## src/rtl/int_multi_fsm.sv

```systemverilog
// rtl/int_multi_fsm.sv - per-channel debounced interrupt qualifier with saturating event counters
// Optional falling-event pulse output enabled by defining INT_FALL_PULSE_EN.
module int_multi_fsm #(
   parameter int CH         = 2,
   parameter int STABLE_CYC = 3,
   parameter int CNT_W      = 4
) (
   input  logic                clk,
   input  logic                reset,
   input  logic [CH-1:0]       int_sig,
   input  logic [CH-1:0]       cnt_clr,
   output logic [CH-1:0]       count,
   output logic [CH-1:0]       fall_pulse,
   output logic [CH-1:0]       level,
   output logic [CH*CNT_W-1:0] evt_cnt,
   output logic                any_evt
);

   localparam int              DW        = $clog2(STABLE_CYC + 1);
   localparam logic [DW-1:0]   DCNT_ONE  = DW'(1);
   localparam logic [DW-1:0]   DCNT_LAST = DW'(STABLE_CYC - 1);
   localparam logic [CNT_W-1:0] EVT_ONE  = CNT_W'(1);
   localparam bit              SINGLE    = (STABLE_CYC == 1);

   typedef enum logic [2:0] {
      S_IDLE,
      S_QUAL,
      S_OUT_EN,
      S_ACTIVE,
      S_REL
   } state_t;

   for (genvar i = 0; i < CH; i++) begin : g_ch
      state_t            state_q, state_d;
      logic [DW-1:0]     dcnt_q, dcnt_d;
      logic [CNT_W-1:0]  evt_q;
      logic              hi;

      assign hi = int_sig[i];

      always_comb begin
         state_d = state_q;
         dcnt_d  = dcnt_q;
         case (state_q)
            S_IDLE: begin
               if (hi) begin
                  if (SINGLE) begin
                     state_d = S_OUT_EN;
                  end else begin
                     state_d = S_QUAL;
                     dcnt_d  = DCNT_ONE;
                  end
               end
            end
            S_QUAL: begin
               if (!hi) begin
                  state_d = S_IDLE;
                  dcnt_d  = '0;
               end else if (dcnt_q == DCNT_LAST) begin
                  state_d = S_OUT_EN;
                  dcnt_d  = '0;
               end else begin
                  dcnt_d = dcnt_q + DCNT_ONE;
               end
            end
            S_OUT_EN, S_ACTIVE: begin
               if (hi) begin
                  state_d = S_ACTIVE;
               end else if (SINGLE) begin
                  state_d = S_IDLE;
               end else begin
                  state_d = S_REL;
                  dcnt_d  = DCNT_ONE;
               end
            end
            S_REL: begin
               // A high sample during release returns to ACTIVE without a new pulse
               if (hi) begin
                  state_d = S_ACTIVE;
                  dcnt_d  = '0;
               end else if (dcnt_q == DCNT_LAST) begin
                  state_d = S_IDLE;
                  dcnt_d  = '0;
               end else begin
                  dcnt_d = dcnt_q + DCNT_ONE;
               end
            end
            default: begin
               state_d = S_IDLE;
               dcnt_d  = '0;
            end
         endcase
      end

      always_ff @(posedge clk) begin
         if (reset) begin
            state_q <= S_IDLE;
            dcnt_q  <= '0;
         end else begin
            state_q <= state_d;
            dcnt_q  <= dcnt_d;
         end
      end

      // Clear wins over the pending increment but still records that event
      always_ff @(posedge clk) begin
         if (reset) begin
            evt_q <= '0;
         end else if (cnt_clr[i]) begin
            evt_q <= (state_q == S_OUT_EN) ? EVT_ONE : '0;
         end else if ((state_q == S_OUT_EN) && (evt_q != '1)) begin
            evt_q <= evt_q + EVT_ONE;
         end
      end

      assign count[i] = (state_q == S_OUT_EN);
      assign level[i] = (state_q == S_OUT_EN) || (state_q == S_ACTIVE) || (state_q == S_REL);
      assign evt_cnt[i*CNT_W +: CNT_W] = evt_q;

`ifdef INT_FALL_PULSE_EN
      logic fall_q;

      always_ff @(posedge clk) begin
         if (reset) begin
            fall_q <= 1'b0;
         end else begin
            fall_q <= level[i] && (state_d == S_IDLE);
         end
      end

      assign fall_pulse[i] = fall_q;
`else
      assign fall_pulse[i] = 1'b0;
`endif
   end

   assign any_evt = |count;

endmodule

```

## config.mk

```make
export PLATFORM = sky130hd
export DESIGN_NAME = int_multi_fsm
export DESIGN_NICKNAME = d
export VERILOG_FILES = /design/src/rtl/int_multi_fsm.sv
export SDC_FILE = /design/constraint.sdc
export NUM_CORES = 1
export LEC_CHECK = 0
export BUFFER_PORTS_ARGS = -buffer_cell sky130_fd_sc_hd__buf_2
export CORE_AREA = 2 2 40 60
export CTS_CLUSTER_DIAMETER = 100
export DETAILED_ROUTE_END_ITERATION = 10
export DIE_AREA = 0 0 42 62
export PLACE_DENSITY = 0.76
export SKIP_CTS_REPAIR_TIMING = 1
export SLEW_MARGIN = 10
export SYNTH_ARGS = -nofsm -noshare
export SYNTH_HDL_FRONTEND = slang
export SYNTH_SLANG_ARGS = --single-unit
```

## constraint.sdc

```tcl
create_clock -name clk -period 1.4 [get_ports clk]
set_input_delay 0.28 -clock clk [delete_from_list [all_inputs] [get_ports clk]]
set_output_delay 0.28 -clock clk [all_outputs]
set_load 0.05 [all_outputs]
```

==> impl_results.md <==
- Fmax: between 0.6 and 0.7 GHz
- Register area: 376.6 um^2
- Initial Utilization: between 40 and 50%
- Min Hold Slack: about 200 ps
- Launch point of the worst reg-to-reg path: g_ch[1].state_q[2]
- Logic gate share of total power: between 10% and 20%
- Leakage: between 0.6 and 0.7 nW
- Met2 routed WL: 1223 um
- Max-Cap Viols: 0
- Fin area: 1305 um^2
- Post-synthesis compound-gate area fraction: between 10% and 20%
- CTS HTree Levels: 1
- Sw Ratio: about 25%
- Crit-path max FO: 6
- Violations in the final reports: negative setup slack
- CP Capture Type: output pin
- Asr flop ratio synth: 0%
- Final WL: 2286 um
- Mapped Area: around 1000 um^2
- Crit path DAT: ~1200 ps
- Drt pass-1 iters: 4
- Post-synthesis to final-layout area growth: 24.76%
- WS Path Type: flop to output pin
- GR Overflow Total: 0
- Met3 wire length: 62 um
- Mux cell area share after synthesis: roughly 1.9%
- Clock Skew: approximately 9.8 ps
- CP startpoint kind: flop
- Initial antenna violation count: 0
- Die width: roughly 42 um
- Synth warn: 0
- Clk Latency, worst-skew pair: slightly below 300 ps
- Clock buffer depth: 2
- Cell variety after synth: about 40
- Detailed-route DRC error count: 0
- VDD IR-drop max: approximately 520 uV
- DR vias: 983
- Footprint of the multi-input gates: 621.8 um^2
- Setup slack after layout: -105.0 ps
- DP Area: about 1200 um^2
- RR Endpoint: g_ch[1].dcnt_q[1]
- Root Buffer: clkbuf_4
- GRT Resource Usage Total: 16.03%
- First-pass GRT wire length: roughly 3300 um
- Setup TNS: -282.7 ps
- Top Ports: 21
- Final max-slew violation count: 0
- Hold path cells: 2
- Final worst-path cycle share: 107.5%
- Hold Path Class: input port to flop
- Antenna diode count: 0
- Start point of the worst hold path: cnt_clr[0]
- Psw: between 0.0002 and 0.00025 W
- Avg Inst Size Synth: 8.302 um^2
- HPWL after detailed placement: around 1500 um
- Int Pwr: between 0.0007 and 0.0008 W
- Wire length per cell: 13.21 um
- Post-Syn Instances: about 130
- IO buf count: 18
- Largest net degree at the start of global routing: 21
- Clock Pin Slew Worst Setup and Hold Paths: around 110 ps
- Num rows: 21
- RSZ-0062 raised after global routing: true
- Layout cells sized above 1: 34.67%
- Post-synthesis sequential area ratio: around 34%
- CP required: between 1000 and 1500 ps
- Hold endpoint: g_ch[0].evt_q[1]
- Xor and xnor area share after synthesis: 4.187%
- Fill cell count: 201
- Status: finished, violations left
- Clk sinks: 18
- Vias in the first global route: 853
- NumNets Final: between 150 and 200
- Reg2reg setup slack: roughly 70 ps
- Post-synth EDFFs: 0
- Vias/cell: 5.682
- Max layer used: met4
- Final Setup Violations: 4
- Remaining antenna violation count: 0
- Simple logic cell fraction of the synthesized area: a little under a third
- Post-synthesis adder-cell area fraction: between 2 and 2.5%
- Die Area: around 2600 um^2
- Predominant post-synthesis flop cell: dfxtp_1
- Total core area: approximately 2100 um^2
- R2R depth: 4
- Pwr Density: between 700 and 800 nW/um^2
- Power Total: 0.0009507 W
- CTS tree: built
- Height of the die: 62 um
- CTS Buf Count: 3
- Fin. Hold Viols: 0
- Clk pwr share: 33.1%
- Seq pwr share: ~56%
- Starting DRT DRC Count: 11
- Synthesized flop and latch total: 18
- Main combinational cell family by area after synthesis: simple AND/OR/NAND/NOR gates
- Minimum clock period: roughly 1500 ps
- Placement Setup Slack: between 70 and 80 ps
- GPL Wtd Cong: between 0.7 and 0.8
- WL met1: slightly below 1000 um
[cells by family (layout without fill, tap and decap cells)]
group           Yosys count  count (layout)
compound gates           27              27
xor+xnor                  5               5
fa+ha+maj                 2               2
buf+inv                  15              38
flops                    18              18
mux                       2               2
other cells               1               2
simple gates             56              56
[power by group through the flow]
stage / logic (W) / clock network, W / registers, W
after floorplan: 0.0000769 / 0 / 0.000549
after detailed placement: 0.0000976 / 0 / 0.000549
after global placement: 0.0000938 / 0 / 0.000548
after global routing: 0.000113 / 0.000339 / 0.000536
final: 0.000103 / 0.000315 / 0.000534
after CTS: 0.0000982 / 0.000324 / 0.000537
[through the flow]
step / std cells / utilization (%)
2_1_floorplan: 127 / -
3_3_place_gp: 164 / 54.20
3_5_place_dp: 164 / 54.20
4_1_cts: 168 / 55.91
5_1_grt: 173 / 61.32
6_report: 173 / 61.32
[layout by cell type, fill, tap and decap left out, types with 2 or more instances in the layout]
cell / synthesis / final
a21o_1: 2 / 2
a21oi_1: 5 / 5
a31oi_1: 7 / 7
and3_1: 4 / 4
and3b_1: 3 / 3
buf_2: 3 / 13
buf_4: 3 / 9
buf_6: 2 / 4
buf_8: 0 / 3
clkbuf_4: 0 / 3
conb_1: 1 / 2
dfxtp_1: 18 / 11
dfxtp_2: 0 / 4
dfxtp_4: 0 / 3
ha_1: 2 / 2
inv_1: 5 / 5
mux2i_1: 2 / 2
nand2_1: 7 / 5
nand2_2: 1 / 3
nand2b_1: 2 / 2
nand3_1: 5 / 5
nor2_1: 9 / 8
nor3_1: 10 / 10
nor3b_4: 2 / 2
o21ai_0: 5 / 4
or2_2: 3 / 2
or4_1: 3 / 3
xor2_1: 5 / 5
[sequential cells by signal, indices dropped and copies added, names as in the netlist]
signal,flops
g_ch.evt_q,8
g_ch.dcnt_q,4
g_ch.state_q,6
[Yosys cell counts, types with 2 or more instances]
| cell type | number | share of area, % |
|---|---|---|
| buf_2 | 3 | 1.4 |
| and3_1 | 4 | 2.4 |
| ha_1 | 2 | 2.4 |
| xor2_1 | 5 | 4.2 |
| dfxtp_1 | 18 | 34 |
| nand2b_1 | 2 | 1.2 |
| or4_1 | 3 | 2.2 |
| or2_2 | 3 | 1.8 |
| and3b_1 | 3 | 2.5 |
| buf_4 | 3 | 2.2 |
| buf_6 | 2 | 2.2 |
| nor3_1 | 10 | 4.8 |
| nand2_1 | 7 | 2.5 |
| nor3b_4 | 2 | 3.6 |
| nor2_1 | 9 | 3.2 |
| a21o_1 | 2 | 1.4 |
| nand3_1 | 5 | 2.4 |
| o21ai_0 | 5 | 2.4 |
| a21oi_1 | 5 | 2.4 |
| inv_1 | 5 | 1.8 |
| a31oi_1 | 7 | 4.2 |
| mux2i_1 | 2 | 1.9 |
[area by class of cell]
class / instances / share of cell area, %
multi-input combinational: 94 / 47.65
sequential: 18 / 28.86
timing repair buffer: 29 / 17.07
clock buffer: 4 / 2.780
tap: 23 / 2.205
inverter: 5 / 1.438
[layer usage]
metal	GRT usage, %	vias to the layer above
li1	-	499
met1	18.00	465
met2	30.58	15
met3	1.734	4
met4	7.373	0
met5	0	-
[critical path, stage by stage, from the launching register on]
cell and delay, ps:
dfxtp_4 380, nor3b_4 160, or2_4 260, buf_8 150
[worst max path at each step]
stage,start,to,slack [ps],cells after the start
floorplan,g_ch[1].state_q[0],any_evt,-230,3
global placement,g_ch[1].state_q[1],count[1],90,3
detailed placement,g_ch[1].state_q[1],count[1],70,3
CTS,g_ch[1].state_q[1],count[1],-260,3
global route,g_ch[0].state_q[1],any_evt,-140,3
finish,g_ch[0].state_q[1],any_evt,-110,3
Note: power is estimated with default switching activity, not from simulation.
